===== config.mk =====
export PLATFORM = sky130hd
export DESIGN_NAME = trigger_arm_ctrl
export DESIGN_NICKNAME = d
export VERILOG_FILES = /design/src/rtl/trig_ctrl_pkg.sv /design/src/rtl/trigger_arm_ctrl_rr_arbiter.sv /design/src/rtl/trigger_arm_ctrl.sv
export SDC_FILE = /design/constraint.sdc
export NUM_CORES = 1
export LEC_CHECK = 0
export ABC_CLOCK_PERIOD_IN_PS = 8370
export CAP_MARGIN = 40
export CORE_MARGIN = 4
export CORE_UTILIZATION = 50
export CTS_CLUSTER_SIZE = 25
export DETAILED_ROUTE_END_ITERATION = 10
export PLACE_DENSITY = 0.79
export SETUP_SLACK_MARGIN = 0.15
export SYNTH_ARGS = -nofsm -noshare
export SYNTH_HDL_FRONTEND = slang
export SYNTH_SLANG_ARGS = --single-unit
export TNS_END_PERCENT = 1

===== constraint.sdc =====
create_clock -name ref_clk -period 8.37 [get_ports ref_clk]
set_clock_uncertainty 0.2 [all_clocks]
set_input_delay 0.837 -clock ref_clk [delete_from_list [all_inputs] [get_ports ref_clk]]
set_output_delay 0.837 -clock ref_clk [all_outputs]
set_load 0.01 [all_outputs]

===== src/rtl/trig_ctrl_pkg.sv =====
// Shared types and constants for the trigger arm controller.
// The FSM states are one-hot so that each state decode is a single flop bit.
package trig_ctrl_pkg;

    typedef enum logic [3:0] {
        IDLE    = 4'b0001,
        ARMED   = 4'b0010,
        FIRE    = 4'b0100,
        RELEASE = 4'b1000
    } state_t;

    localparam int GAP_CYCLES_DEFAULT = 8;
    localparam int LAST_SRC_W         = 3;

endpackage


===== src/rtl/trigger_arm_ctrl_rr_arbiter.sv =====
// Combinational round-robin picker: grants the first request at or after the
// pointer, wrapping to the lowest request when nothing sits above the pointer.
module rr_arbiter #(
    parameter int NUM_SRC = 4,
    parameter int IDX_W   = 3
) (
    input  logic [NUM_SRC-1:0] i_req,
    input  logic [IDX_W-1:0]   i_ptr,
    output logic [NUM_SRC-1:0] o_grant,
    output logic [IDX_W-1:0]   o_idx,
    output logic               o_valid
);

    logic [NUM_SRC-1:0] w_upper;
    logic [NUM_SRC-1:0] w_masked;
    logic [NUM_SRC-1:0] w_pool;
    logic [NUM_SRC-1:0] w_sel [IDX_W];

    // w_upper has every bit at or above the pointer set
    assign w_upper  = ~((NUM_SRC'(1) << i_ptr) - NUM_SRC'(1));
    assign w_masked = i_req & w_upper;
    assign w_pool   = (|w_masked) ? w_masked : i_req;
    assign o_grant  = w_pool & (~w_pool + NUM_SRC'(1));
    assign o_valid  = |i_req;

    generate
        for (genvar gb = 0; gb < IDX_W; gb++) begin : g_idx_bit
            for (genvar gi = 0; gi < NUM_SRC; gi++) begin : g_src
                if (((gi >> gb) & 1) != 0) begin : g_on
                    assign w_sel[gb][gi] = o_grant[gi];
                end else begin : g_off
                    assign w_sel[gb][gi] = 1'b0;
                end
            end
            assign o_idx[gb] = |w_sel[gb];
        end
    endgenerate

endmodule


===== src/rtl/trigger_arm_ctrl.sv =====
// Arms the trigger synchroniser: round-robin grants a source, holds sync_enable
// until the trigger edge, enforces the re-arm gap, trigger count and timeout.
module trigger_arm_ctrl
    import trig_ctrl_pkg::*;
#(
    parameter int NUM_SRC    = 4,
    parameter int TIMEOUT_W  = 16,
    parameter int CNT_W      = 16,
    parameter int GAP_CYCLES = GAP_CYCLES_DEFAULT
) (
    input  logic                  ref_clk,
    input  logic                  rst_n,
    input  logic                  i_arm,
    input  logic                  i_abort,
    input  logic [NUM_SRC-1:0]    i_cfg_src_mask,
    input  logic [11:0]           i_cfg_delay,
    input  logic [TIMEOUT_W-1:0]  i_cfg_timeout,
    input  logic [CNT_W-1:0]      i_cfg_num_trig,
    input  logic [NUM_SRC-1:0]    i_src_req,
    input  logic                  i_trig_done_in,
    output logic [NUM_SRC-1:0]    o_src_grant,
    output logic                  o_sync_enable,
    output logic [11:0]           o_delay_count,
    output logic                  o_busy,
    output logic                  o_done,
    output logic                  o_timeout_err,
    output logic [CNT_W-1:0]      o_trig_count,
    output logic [LAST_SRC_W-1:0] o_last_src
);

    localparam int GAP_W = $clog2(GAP_CYCLES) + 1;

    state_t                r_state, w_state_next;
    logic [NUM_SRC-1:0]    r_mask;
    logic [11:0]           r_delay;
    logic [TIMEOUT_W-1:0]  r_timeout, r_tcnt, w_tcnt_next, w_tcnt_inc;
    logic [CNT_W-1:0]      r_num_trig, r_trig_count, w_trig_count_next;
    logic [LAST_SRC_W-1:0] r_ptr, w_ptr_next, r_last_src, w_last_src_next;
    logic [GAP_W-1:0]      r_gap, w_gap_next;
    logic                  r_timeout_err, w_timeout_err_next;
    logic                  r_sync_enable, w_sync_next;
    logic                  r_done, w_done_next;
    logic                  r_trig_prev;
    logic                  w_cfg_load, w_trig_rise;
    logic [NUM_SRC-1:0]    w_arb_grant, w_grant;
    logic [LAST_SRC_W-1:0] w_arb_idx;
    logic                  w_arb_valid;

    rr_arbiter #(
        .NUM_SRC (NUM_SRC),
        .IDX_W   (LAST_SRC_W)
    ) u_arb (
        .i_req   (i_src_req & r_mask),
        .i_ptr   (r_ptr),
        .o_grant (w_arb_grant),
        .o_idx   (w_arb_idx),
        .o_valid (w_arb_valid)
    );

    assign w_trig_rise = i_trig_done_in & ~r_trig_prev;
    assign w_tcnt_inc  = r_tcnt + TIMEOUT_W'(1);

    always_comb begin
        w_state_next       = r_state;
        w_sync_next        = 1'b0;
        w_done_next        = 1'b0;
        w_trig_count_next  = r_trig_count;
        w_timeout_err_next = r_timeout_err;
        w_ptr_next         = r_ptr;
        w_last_src_next    = r_last_src;
        w_tcnt_next        = r_tcnt;
        w_gap_next         = r_gap;
        w_grant            = '0;
        w_cfg_load         = 1'b0;
        case (r_state)
            IDLE: begin
                if (i_arm) begin
                    w_cfg_load         = 1'b1;
                    w_trig_count_next  = '0;
                    w_timeout_err_next = 1'b0;
                    w_state_next       = ARMED;
                end
            end
            ARMED: begin
                if (i_abort) begin
                    w_state_next = IDLE;
                end else if (w_arb_valid) begin
                    w_grant         = w_arb_grant;
                    w_last_src_next = w_arb_idx;
                    w_ptr_next      = (w_arb_idx == LAST_SRC_W'(NUM_SRC - 1)) ?
                                      '0 : w_arb_idx + LAST_SRC_W'(1);
                    w_tcnt_next     = '0;
                    w_sync_next     = 1'b1;
                    w_state_next    = FIRE;
                end
            end
            FIRE: begin
                if (i_abort) begin
                    w_state_next = IDLE;
                end else if (w_trig_rise) begin
                    w_trig_count_next = (&r_trig_count) ? r_trig_count
                                                        : r_trig_count + CNT_W'(1);
                    w_gap_next        = '0;
                    w_state_next      = RELEASE;
                end else if ((r_timeout != '0) && (w_tcnt_inc == r_timeout)) begin
                    w_timeout_err_next = 1'b1;
                    w_state_next       = IDLE;
                end else begin
                    w_tcnt_next = w_tcnt_inc;
                    w_sync_next = 1'b1;
                end
            end
            RELEASE: begin
                if (i_abort) begin
                    w_state_next = IDLE;
                end else if (r_gap == GAP_W'(GAP_CYCLES - 1)) begin
                    if ((r_num_trig != '0) && (r_trig_count == r_num_trig)) begin
                        w_done_next  = 1'b1;
                        w_state_next = IDLE;
                    end else begin
                        w_state_next = ARMED;
                    end
                end else begin
                    w_gap_next = r_gap + GAP_W'(1);
                end
            end
            default: w_state_next = IDLE;
        endcase
    end

    always_ff @(posedge ref_clk) begin
        if (!rst_n) begin
            r_state       <= IDLE;
            r_sync_enable <= 1'b0;
            r_done        <= 1'b0;
            r_trig_count  <= '0;
            r_timeout_err <= 1'b0;
            r_ptr         <= '0;
            r_last_src    <= '0;
            r_tcnt        <= '0;
            r_gap         <= '0;
            r_trig_prev   <= 1'b0;
        end else begin
            r_state       <= w_state_next;
            r_sync_enable <= w_sync_next;
            r_done        <= w_done_next;
            r_trig_count  <= w_trig_count_next;
            r_timeout_err <= w_timeout_err_next;
            r_ptr         <= w_ptr_next;
            r_last_src    <= w_last_src_next;
            r_tcnt        <= w_tcnt_next;
            r_gap         <= w_gap_next;
            r_trig_prev   <= i_trig_done_in;
        end
    end

    // Configuration is frozen for the whole sequence once armed
    always_ff @(posedge ref_clk) begin
        if (!rst_n) begin
            r_mask     <= '0;
            r_delay    <= '0;
            r_timeout  <= '0;
            r_num_trig <= '0;
        end else if (w_cfg_load) begin
            r_mask     <= i_cfg_src_mask;
            r_delay    <= i_cfg_delay;
            r_timeout  <= i_cfg_timeout;
            r_num_trig <= i_cfg_num_trig;
        end
    end

    assign o_src_grant   = w_grant;
    assign o_sync_enable = r_sync_enable;
    assign o_delay_count = r_delay;
    assign o_busy        = (r_state != IDLE);
    assign o_done        = r_done;
    assign o_timeout_err = r_timeout_err;
    assign o_trig_count  = r_trig_count;
    assign o_last_src    = r_last_src;

endmodule


# Yosys cells after proc, flatten, opt, wreduce, memory -nomap -nowiden
# Cells that the tools add are included.
# W data, S select, Z words.
dict set report classes {
  add_sub_neg 6
  multipliers 0
  div 0
  n_lt_le_gt_ge 0
  eq_ne 23
  shift 1
  muxes 45
  n_bitwise 11
  n_reduce_logical 19
}
# operator count
set op_table {}
lappend op_table {{$mux W16} 9}
lappend op_table {{$mux W4} 16}
lappend op_table {{$pmux W16 S2} 2}
lappend op_table {{$add A16 B1 Y16 const B} 2}
lappend op_table {{$eq A16 B16 Y1} 2}
lappend op_table {{$reduce_bool A16 Y1} 2}
lappend op_table {{$ne A2 B2 Y1 const B} 10}
lappend op_table {{$pmux W4 S4} 1}
lappend op_table {{$reduce_and A16 Y1} 1}
lappend op_table {{$reduce_and A5 Y1} 3}
lappend op_table {{$and A4 B4 Y4} 3}
lappend op_table {{$mux W1} 12}
lappend op_table {{$reduce_or A4 Y1} 3}
lappend op_table {{$add A4 B1 Y4 const B} 2}
lappend op_table {{$eq A4 B3 Y1 const B} 2}
lappend op_table {{$not A4 Y4} 2}
lappend op_table {{$pmux W4 S2} 1}
lappend op_table {{$reduce_and A6 Y1} 1}
lappend op_table {{$reduce_bool A2 Y1} 3}
lappend op_table {{$not A1 Y1} 5}
lappend op_table {{$eq A4 B1 Y1 const B} 1}
lappend op_table {{$eq A4 B2 Y1 const B} 1}
lappend op_table {{$eq A4 B4 Y1 const B} 1}
lappend op_table {{$ne A4 B1 Y1 const B} 1}
lappend op_table {{16 further kinds} 19}
dict set report word_totals {
  regBits 97
  latchBits 0
  ram_bits 0
  romBits 0
  input_bits 57
  word_cells 119
  n_memories 0
}

# Logic depth before layout (Yosys ltp)
# Gate-level depths: netlist of run 1.
dict set report depth {
  word_depth 12
  ltp_mapped 13
  mapped_depth_nobuf 13
}

# By module
# From an unflattened synthesis of run 1, not the netlist that was laid out.
dict set report hier_totals {
  hier_cells 667
  hier_area_um2 5170.0
}
# mod n_inst cells_each area_each_um2
set modules_own_cells {}
lappend modules_own_cells {trigger_arm_ctrl 1 624 4864.7}
lappend modules_own_cells {rr_arbiter 1 43 305.3}

# Worst setup path before layout of run 1
# Ideal clock, no wire load.
dict set report synth_path {
  kind {input to output}
  from {input port i_src_req[3]}
  to {output port o_src_grant[3]}
  t_arrival_ns 2.089
  t_required_ns 7.333
  setup_slack_ns 5.244
  path_stages 7
  cell_sequence {nand2_1 -> nand4_1 -> nand2_1 -> or2_2 -> clkbuf_1 -> nand3b_1 -> nor3_1}
}
dict set report synth_between {
  elab_chain_cells 10
  elab_cells_between_ends 11
  cone_classes {1 x add/sub; 4 x mux; 4 x bitwise; 2 x reduce/logical}
}
# element line_no
set synth_rtl {}
lappend synth_rtl {{start, declared} trigger_arm_ctrl.sv:19} ;# input logic [NUM_SRC-1:0] i_src_req,
lappend synth_rtl {{$and A4 B4 Y4 *} trigger_arm_ctrl.sv:53} ;# .i_req (i_src_req & r_mask),
lappend synth_rtl {{$and A4 B4 Y4} trigger_arm_ctrl_rr_arbiter.sv:21} ;# assign w_masked = i_req & w_upper;
lappend synth_rtl {{$reduce_or A4 Y1} trigger_arm_ctrl_rr_arbiter.sv:22} ;# assign w_pool = (|w_masked) ? w_masked : i_req;
lappend synth_rtl {{$mux W4} trigger_arm_ctrl_rr_arbiter.sv:22}
lappend synth_rtl {{$not A4 Y4} trigger_arm_ctrl_rr_arbiter.sv:23} ;# assign o_grant = w_pool & (~w_pool + NUM_SRC'(1));
lappend synth_rtl {{$add A4 B1 Y4} trigger_arm_ctrl_rr_arbiter.sv:23}
lappend synth_rtl {{$and A4 B4 Y4} trigger_arm_ctrl_rr_arbiter.sv:23}
lappend synth_rtl {{$mux W4 *} trigger_arm_ctrl.sv:87} ;# end else if (w_arb_valid) begin
lappend synth_rtl {{$mux W4 *} trigger_arm_ctrl.sv:85} ;# if (i_abort) begin
lappend synth_rtl {{$mux W4 *} trigger_arm_ctrl.sv:75} ;# case (r_state)
lappend synth_rtl {{end, declared} trigger_arm_ctrl.sv:21} ;# output logic [NUM_SRC-1:0] o_src_grant,
# Mark *: on every way between the ends. The rest lies on a longest branch, timed or not.

# Final worst setup path of run 1
# Same ends and word-level chain as after synthesis.

==> results.py, run 1 <==
metrics = {
    "outcome": {
        "status": "finished clean",
    },
    "critical_path": {
        "path_cells": "clkdlybuf4s50_1 -> nand2_1 -> nand4_1 -> nand2_1 -> or2_2 -> nand3b_1 -> nor3_1 -> clkdlybuf4s50_1",
        "critPathLaunchType": "primary input",
        "arrival_ps": 3080,
        "max_stage_delay_ps": 570,
        "crit_fanout": 11,
        "critical_path_class": "in2out",
        "end_kind": "output pin",
        "cp.required_ps": 7330,
        "slowest_stage": "clkdlybuf4s50_1",
    },
    "sta": {
        "fin_hold_ws_ps": 256,
        "drv_slew": 0,
        "setup_viol": 0,
        "final.min_clock_period_ps": 4120,
        "grt_setup_unrepaired": "no",
        "slew_headroom_pct": 40.1,
        "timing.final.crit_share_pct": 49.2,
        "hold_viol_final": 0,
        "setup_ws_ps": 4250,
        "fmax_ghz": 0.243,
        "setup_tns_ps": 0,
        "worst_slew_pin_slew_ps": 895,
    },
    "die": {
        "die_w_um": 107,
        "initial_utilization_pct": 51.1,
        "io_pins": 96,
        "rows": 36,
        "core_area_mm2": 0.00968,
        "die-area_mm2": 0.0115,
        "die_h_um": 107,
    },
    "route": {
        "dr.pass1.iters": 5,
        "wl_mm": 12.3,
        "drc": 0,
        "top_layer": "met4",
        "wl_met1_mm": 5.62,
        "drt_iter0_markers": 239,
        "num_vias": 4628,
        "dr_wl_met2_mm": 5.94,
        "met3WireLength_um": 621,
        "postRouteAntennaNets": 0,
        "wl_per_cell_um": 15.0,
        "vias_per_cell": 5.62,
    },
    "global_routing": {
        "grt_max_degree": 60,
        "grt_overflow": 0,
        "antenna_found_initial": 0,
        "grt.total_usage_pct": 21.9,
        "grt_pass1_vias": 4493,
        "grt_pass1_wl_mm": 20.8,
    },
    "final_layout": {
        "fillers": 847,
        "drive_gt1_share_pct": 6.08,
        "multi_input_area_mm2": 0.00281,
        "final-instance-count-excl-fill": 824,
        "fin_nets": 751,
        "flow.area_growth_from_synthesis_pct": 24.0,
        "ff_latch_area_mm2": 0.00192,
        "diodes": 0,
    },
    "power_and_ir_drop": {
        "p_comb_share_pct": 15.4,
        "pwr_density_cell_mw_per_mm2": 156,
        "ir_worst_vdd_mv": 0.0755,
        "intPower_mw": 0.705,
        "seq_power_share_pct": 51.7,
        "power_frac_clock_pct": 32.9,
        "finalPower_mw": 0.959,
        "swShare_pct": 26.5,
        "p_sw_mw": 0.255,
        "leakagePower_nw": 2.33,
    },
    "cts": {
        "cts_buffer_depth": 2,
        "cts_sinks": 96,
        "clock_latency_ps": 360,
        "cts_inserted_buffers": 9,
        "cts_tree": "built",
        "cts_resized": 0,
        "post_cts_buffers": 0,
        "ctsHtreeMaxLevel": 3,
        "clkTransAtPathRegs_ps": 90,
        "cts_hold_buf": 0,
        "cts_root_buffer": "clkbuf_8",
    },
    "synthesis": {
        "synth_commonest_cells": "nand2_1 (127), dfxtp_1 (96), a21oi_1 (58)",
        "synth_area_mm2": 0.00495,
        "syn_area_per_cell_um2": 8.15,
        "yosysMostFrequentCell": "nand2_1",
        "ys_seq_area_share_pct": 38.8,
        "async_flop_share_pct": 0,
        "yosys.area.top_type": "dfxtp_1",
        "synth_flop_cell": "dfxtp_1",
        "synth_nets": 672,
        "yosysWarnings": 0,
        "synth_top_area_share_pct": 38.8,
        "yosysUniqueCellTypes": 63,
        "syn_inst": 607,
        "synth_area_leaders": "dfxtp_1 (39%), nand2_1 (9.6%), a21oi_1 (5.9%)",
        "synth-seq-cells": 96,
        "synth_edf_count": 0,
    },
    "hold_path": {
        "hold_path_class": "reg2reg",
    },
    "placement": {
        "portBuffers": 94,
        "hpwl_mm": 9.06,
        "place_ws_ps": 4290,
        "place.gp.congestion": 0.928,
        "dp.cells": 808,
    },
    "flow_run": {
        "drv_cap": 0,
    },
}
-- power by group through the flow --
stage	Combinational (mW)	Clock (mW)	Sequential, mW
floorplan	0.0905	0	0.502
global placement	0.142	0	0.505
detailed placement	0.147	0	0.506
CTS	0.148	0.319	0.496
global route	0.163	0.337	0.499
finish	0.148	0.316	0.496
-- critical path, delay by kind of cell --
family        cells  cell delay [ps]
simple gates      6             1220
buf+inv           2             1020
-- worst paths after layout --
path | from | to | slack (ps) | cells after the start
setup / recovery | i_src_req[3] | o_src_grant[3] | 4250 | 8
setup reg to reg | r_tcnt[0] | r_tcnt[10] | 5130 | 8
hold / removal | o_timeout_err | o_timeout_err | 260 | 2
hold reg to reg | o_timeout_err | o_timeout_err | 260 | 2
-- placed cells by master (no fill, tap or decap), types with 7 or more instances in the layout --
cell type	synthesis	routed
nor2b_1	7	7
nand3_1	12	12
nand4_1	10	10
xor2_1	31	31
dfxtp_1	96	96
nor2_1	40	40
and3_1	13	13
inv_1	16	16
clkbuf_8	0	11
xnor2_1	23	23
clkdlybuf4s50_1	0	94
nor4_1	14	14
ha_1	8	8
o22a_1	7	7
o21ai_0	24	24
nand2_1	127	127
a21oi_1	58	58
-- metrics by stage --
| step | utilization [%] | cell area, µm² |
|---|---|---|
| 2_1_floorplan | - | 4950 |
| 3_3_place_gp | 61.2 | 5930 |
| 3_5_place_dp | 61.2 | 5930 |
| 4_1_cts | 63.3 | 6130 |
| 5_1_grt | 63.3 | 6130 |
| 6_report | 63.3 | 6130 |
-- kinds of logic after synthesis --
kind of cell / count (synthesis) / synth area share (%)
compound gates: 120 / 15.1
xor+xnor: 55 / 9.89
fa+ha+maj: 8 / 2.02
buf+inv: 45 / 4.27
flops: 96 / 38.8
mux: 4 / 0.809
other cells: 1 / 0.0758
simple gates: 278 / 28.9
-- routing by layer --
layer,vias to the layer above,track usage [%]
met5,-,0
met4,0,6.31
met3,17,4.08
met2,126,35.9
met1,2217,29.4
li1,2268,-
-- final cells by class --
type	count	area share, %
multi-input cells	466	45.9
flip-flops and latches	96	31.3
repair buffers	97	15.7
well taps	133	2.71
clock buffers	12	2.53
inverters	16	0.979
clock inverters	4	0.857
-- sequential cells by signal (all words and copies together), names as in the netlist --
register,cells
o_last_src,2
r_mask,4
o_timeout_err,1
r_trig_prev,1
o_sync_enable,1
r_num_trig,16
r_tcnt,16
r_gap,4
r_timeout,16
o_done,1
o_trig_count,16
r_ptr,2
r_state,4
o_delay_count,12
(Power assumes the default switching activity.)
==> run 2, diff against run 1 <==
--- a/config.mk
+++ b/config.mk
@@ -5,13 +5,13 @@
 export SDC_FILE = /design/constraint.sdc
 export NUM_CORES = 1
 export LEC_CHECK = 0
-export ABC_CLOCK_PERIOD_IN_PS = 8370
+export ABC_CLOCK_PERIOD_IN_PS = 3550
 export CAP_MARGIN = 40
 export CORE_MARGIN = 4
-export CORE_UTILIZATION = 50
+export CORE_UTILIZATION = 47
 export CTS_CLUSTER_SIZE = 25
 export DETAILED_ROUTE_END_ITERATION = 10
-export PLACE_DENSITY = 0.79
+export PLACE_DENSITY = 0.78
 export SETUP_SLACK_MARGIN = 0.15
 export SYNTH_ARGS = -nofsm -noshare
 export SYNTH_HDL_FRONTEND = slang
==> constraint.sdc (replaced) <==
create_clock -name ref_clk -period 3.55 [get_ports ref_clk]
set_clock_uncertainty 0.2 [all_clocks]
set_input_delay 0.355 -clock ref_clk [delete_from_list [all_inputs] [get_ports ref_clk]]
set_output_delay 0.355 -clock ref_clk [all_outputs]
set_load 0.01 [all_outputs]
==> results.py, run 2 (synthesized netlist as in run 1, its figures left out) <==
metrics = {
    "global_routing": {
        "grt_overflow": 0,
        "grt_pass1_wl_mm": 21.0,
        "grt_pass1_vias": 4425,
        "antenna_found_initial": 0,
        "grt.total_usage_pct": 20.2,
        "grt_max_degree": 59,
    },
    "route": {
        "wl_per_cell_um": 15.2,
        "dr.pass1.iters": 4,
        "drc": 0,
        "wl_mm": 12.6,
        "drt_iter0_markers": 259,
        "num_vias": 4543,
        "postRouteAntennaNets": 0,
        "vias_per_cell": 5.46,
    },
    "die": {
        "die_w_um": 111,
        "initial_utilization_pct": 48.1,
        "rows": 37,
        "core_area_mm2": 0.0103,
        "io_pins": 96,
        "die_h_um": 111,
        "die-area_mm2": 0.0122,
    },
    "sta": {
        "grt_setup_unrepaired": "yes",
        "worst_slew_pin_slew_ps": 898,
        "final.min_clock_period_ps": 3260,
        "setup_viol": 0,
        "drv_slew": 0,
        "hold_viol_final": 0,
        "setup_tns_ps": 0,
        "timing.final.crit_share_pct": 91.7,
        "slew_headroom_pct": 40.1,
        "fmax_ghz": 0.307,
    },
    "critical_path": {
        "cp_common_cell": "inv_1",
        "arrival_ps": 2700,
        "crit_fanout": 4,
        "endpoint": "o_src_grant[1]",
        "reg2reg_depth": 8,
        "regToRegStartpoint": "r_tcnt[0]",
        "cp.required_ps": 2990,
        "critPathLaunchType": "register",
        "max_stage_delay_ps": 580,
        "reg2reg_slack_ps": 440,
        "end_kind": "output pin",
        "r2r_end": "r_tcnt[10]",
        "critical_path_class": "reg2out",
        "path_cells": "inv_1 -> ha_2 -> inv_1 -> ha_1 -> nand3_1 -> and3_1 -> o21bai_2 -> nor3b_2 -> clkdlybuf4s50_1",
        "slowest_stage": "clkdlybuf4s50_1",
        "crit_start": "r_ptr[0]",
    },
    "power_and_ir_drop": {
        "leakagePower_nw": 2.38,
        "power_frac_clock_pct": 33.6,
        "swShare_pct": 26.6,
        "ir_worst_vdd_mv": 0.285,
        "seq_power_share_pct": 51.1,
        "intPower_mw": 1.68,
        "pwr_density_cell_mw_per_mm2": 369,
        "p_sw_mw": 0.608,
        "p_comb_share_pct": 15.2,
    },
    "final_layout": {
        "final_cell_mix": "nand2_1 (127), dfxtp_1 (96), clkdlybuf4s50_1 (92)",
        "fin_nets": 756,
        "diodes": 0,
        "flow.area_growth_from_synthesis_pct": 25.3,
        "final_common_cell": "nand2_1",
        "drive_gt1_share_pct": 7.61,
        "fin_area_mm2": 0.00620,
        "fillers": 905,
    },
    "cts": {
        "cts_root_buffer": "clkbuf_8",
        "cts_tree": "built",
        "post_cts_buffers": 0,
        "cts_buffer_depth": 2,
        "cts_inserted_buffers": 9,
        "clkTransAtPathRegs_ps": 100,
        "cts_sinks": 96,
        "clock_latency_ps": 370,
        "ctsHtreeMaxLevel": 3,
    },
    "hold_path": {
        "hold_path_class": "reg2reg",
    },
    "outcome": {
        "status": "finished clean",
    },
    "placement": {
        "placedInstanceArea_mm2": 0.00597,
        "place.gp.congestion": 0.899,
        "portBuffers": 94,
        "hpwl_mm": 9.24,
    },
    "flow_run": {
        "drv_cap": 0,
    },
}
==> run 2: cell types whose count changed in the layout (fill, tap and decap cells not counted), moves of 2 or more <==
cell             previous run  this run
o21bai_1                    3         1
buf_4                       3         8
clkdlybuf4s50_1            94        92
o21bai_2                    0         2
==> run 2: cell type report <==
| class | instances | area, µm² | area share [%] |
|---|---|---|---|
| sequential | 96 | 1920 | 31.0 |
| multi-input combinational | 466 | 2830 | 45.6 |
| inverter | 16 | 60.1 | 0.969 |
| clock inverter | 4 | 51.3 | 0.827 |
| tap | 136 | 170 | 2.74 |
| clock buffer | 12 | 165 | 2.66 |
| timing repair buffer | 102 | 1000 | 16.2 |
==> run 2: worst min path at each step <==
stage / startpoint / endpoint / slack, ps / cells after the start
2_1_floorplan: r_mask[2] / r_mask[2] / 240 / 2
3_3_place_gp: o_timeout_err / o_timeout_err / 240 / 2
3_5_place_dp: o_timeout_err / o_timeout_err / 240 / 2
4_1_cts: o_timeout_err / o_timeout_err / 250 / 2
5_1_grt: o_timeout_err / o_timeout_err / 280 / 2
6_report: o_timeout_err / o_timeout_err / 250 / 2
==> run 2: routing by layer <==
layer | wire, µm | global-route usage (%)
met1 | 5680 | 25.2
met5 | 0 | 0
met2 | 6250 | 35.3
met3 | 536 | 4.05
met4 | 168 | 5.91
==> run 2: per-stage QoR <==
step	worst slack (ps)	utilization [%]	power [mW]	hold WS, ps	cells
2_1_floorplan	822	-	1.40	237	607
6_report	294	60.3	2.29	249	832
3_3_place_gp	448	58.1	1.53	236	816
5_1_grt	131	60.3	2.39	277	832
4_1_cts	147	60.2	2.30	254	832
3_5_place_dp	420	58.1	1.54	240	816
==> run 2: worst max-delay path: cells and delay by family, from the launching register on <==
kind / cells / cell delay, ps
AO/OA/AOI/OAI: 1 / 180
adder cells (fa/ha/maj): 2 / 550
buffers and inverters: 3 / 740
flip-flops: 1 / 360
AND/OR/NAND/NOR: 3 / 490
==> run 2: power groups by stage <==
stage / sequential, mW / combinational (mW) / clock, mW
floorplan: 1.18 / 0.213 / 0
global placement: 1.19 / 0.337 / 0
detailed placement: 1.19 / 0.347 / 0
CTS: 1.17 / 0.349 / 0.783
global route: 1.18 / 0.385 / 0.824
finish: 1.17 / 0.349 / 0.770
==> run 2: repair_timing <==
item / 4_1_cts / 5_1_grt
resized for setup: 2 / 4
endpoints found under the hold margin: 0 / 0
hold buffers: 0 / 0
cloned: 0 / 0
endpoints found under the setup margin: 2 / 2
==> run 3, diff against run 2 <==
--- a/config.mk
+++ b/config.mk
@@ -11,7 +11,7 @@
 export CORE_UTILIZATION = 47
 export CTS_CLUSTER_SIZE = 25
 export DETAILED_ROUTE_END_ITERATION = 10
-export PLACE_DENSITY = 0.78
+export PLACE_DENSITY = 0.76
 export SETUP_SLACK_MARGIN = 0.15
 export SYNTH_ARGS = -nofsm -noshare
 export SYNTH_HDL_FRONTEND = slang
==> results.py, run 3 (synthesized netlist as in run 1, its figures left out) <==
metrics = {
    "final_layout": {
        "fin_nets": 755,
        "fin_area_mm2": 0.00616,
        "final_cell_mix": "nand2_1 (127), dfxtp_1 (96), clkdlybuf4s50_1 (93)",
        "fillers": 925,
        "final_common_cell": "nand2_1",
        "flow.area_growth_from_synthesis_pct": 24.5,
        "drive_gt1_share_pct": 7.05,
        "diodes": 0,
    },
    "sta": {
        "setup_viol": 0,
        "drv_slew": 0,
        "slew_headroom_pct": 57.8,
        "fin_hold_ws_ps": 263,
        "fmax_ghz": 0.299,
        "final.min_clock_period_ps": 3340,
        "timing.final.crit_share_pct": 94.1,
        "setup_tns_ps": 0,
        "grt_setup_unrepaired": "yes",
        "worst_slew_pin_slew_ps": 628,
        "hold_viol_final": 0,
    },
    "global_routing": {
        "grt.total_usage_pct": 20.7,
        "met3_usage_pct": 4.77,
        "grt_overflow": 0,
        "grt_max_degree": 59,
        "grt_pass1_wl_mm": 21.2,
        "met1_usage_pct": 26.7,
        "grt-busiest-layer": "met2",
        "grt_pass1_vias": 4489,
        "grt_use_met2_pct": 33.7,
        "antenna_found_initial": 0,
    },
    "die": {
        "io_pins": 96,
        "die_h_um": 111,
        "initial_utilization_pct": 48.1,
        "rows": 37,
        "die_w_um": 111,
        "core_area_mm2": 0.0103,
        "die-area_mm2": 0.0122,
    },
    "power_and_ir_drop": {
        "pwr_density_cell_mw_per_mm2": 357,
        "ir_worst_vdd_mv": 0.264,
        "leakagePower_nw": 2.35,
    },
    "cts": {
        "post_cts_buffers": 0,
        "cts_tree": "built",
        "clkTransAtPathRegs_ps": 100,
        "cts_sinks": 96,
        "clock_latency_ps": 370,
        "ctsHtreeMaxLevel": 3,
        "cts_inserted_buffers": 9,
        "cts_buffer_depth": 2,
        "cts_root_buffer": "clkbuf_8",
    },
    "hold_path": {
        "hold_start": "o_timeout_err",
        "hold_path_class": "reg2reg",
    },
    "route": {
        "drt_iter0_markers": 247,
        "vias_per_cell": 5.40,
        "postRouteAntennaNets": 0,
        "wl_per_cell_um": 15.4,
        "drc": 0,
        "wl_mm": 12.8,
        "dr.pass1.iters": 5,
        "num_vias": 4486,
    },
    "critical_path": {
        "crit_start": "r_ptr[1]",
        "critical_path_class": "reg2out",
        "regToRegStartpoint": "r_tcnt[0]",
        "critPathLaunchType": "register",
        "arrival_ps": 2790,
        "end_kind": "output pin",
        "cp.required_ps": 2990,
        "crit_fanout": 4,
    },
    "placement": {
        "portBuffers": 94,
        "hpwl_mm": 9.08,
        "place.gp.congestion": 0.935,
        "placedInstanceArea_mm2": 0.00596,
    },
    "flow_run": {
        "drv_cap": 0,
    },
    "outcome": {
        "status": "finished clean",
    },
}
==> run 3: where the power goes <==
part / switching (mW) / internal (mW) / total, mW
clock: 0.400 / 0.278 / 0.678
sequential: 0.0462 / 1.12 / 1.17
combinational: 0.178 / 0.174 / 0.352
total: 0.625 / 1.57 / 2.20
==> run 3: repair_timing <==
action / CTS / global route
gates resized for setup: 0 / 4
setup endpoints to repair: 0 / 3
hold buffers: 0 / 0
==> run 3: final timing paths <==
path,to,cells past startpoint,slack (ps)
setup / recovery,o_src_grant[2],10,210
hold reg to reg,o_timeout_err,2,260
setup reg to reg,r_tcnt[10],8,490
hold / removal,o_timeout_err,2,260
==> run 3: worst max-delay path: stages, from the launching register on <==
cell             delay (ps)
dfxtp_1                 330
inv_1                    80
ha_1                    240
inv_1                    80
ha_1                    330
nand3_1                  80
and3_1                  240
o21bai_2                190
nand3b_1                150
nor2_1                  140
clkdlybuf4s50_1         560
==> run 3: routing by layer <==
layer | share of wire (%) | wire (µm)
met2 | 47 | 6000
met3 | 5.7 | 723
met5 | 0 | 0
met1 | 45 | 5800
met4 | 2.0 | 255
==> run 3: through the flow <==
| step | util [%] | setup slack [ps] | power, mW | std cells |
|---|---|---|---|---|
| 3_5_place_dp | 58.0 | 422 | 1.54 | 815 |
| 5_1_grt | 59.9 | 55.3 | 2.31 | 831 |
| 3_3_place_gp | 58.0 | 463 | 1.53 | 815 |
| 4_1_cts | 59.8 | 151 | 2.21 | 831 |
| 6_report | 59.9 | 209 | 2.20 | 831 |
| 2_1_floorplan | - | 822 | 1.40 | 607 |
==> run 3: area by class of cell <==
type | instances | area, µm² | share of cell area, %
Tap cell | 136 | 170 | 2.76
Multi-Input combinational cell | 466 | 2830 | 45.9
Clock inverter | 5 | 40.0 | 0.650
Timing Repair Buffer | 101 | 996 | 16.2
Sequential cell | 96 | 1920 | 31.2
Inverter | 16 | 60.1 | 0.975
Clock buffer | 11 | 141 | 2.30
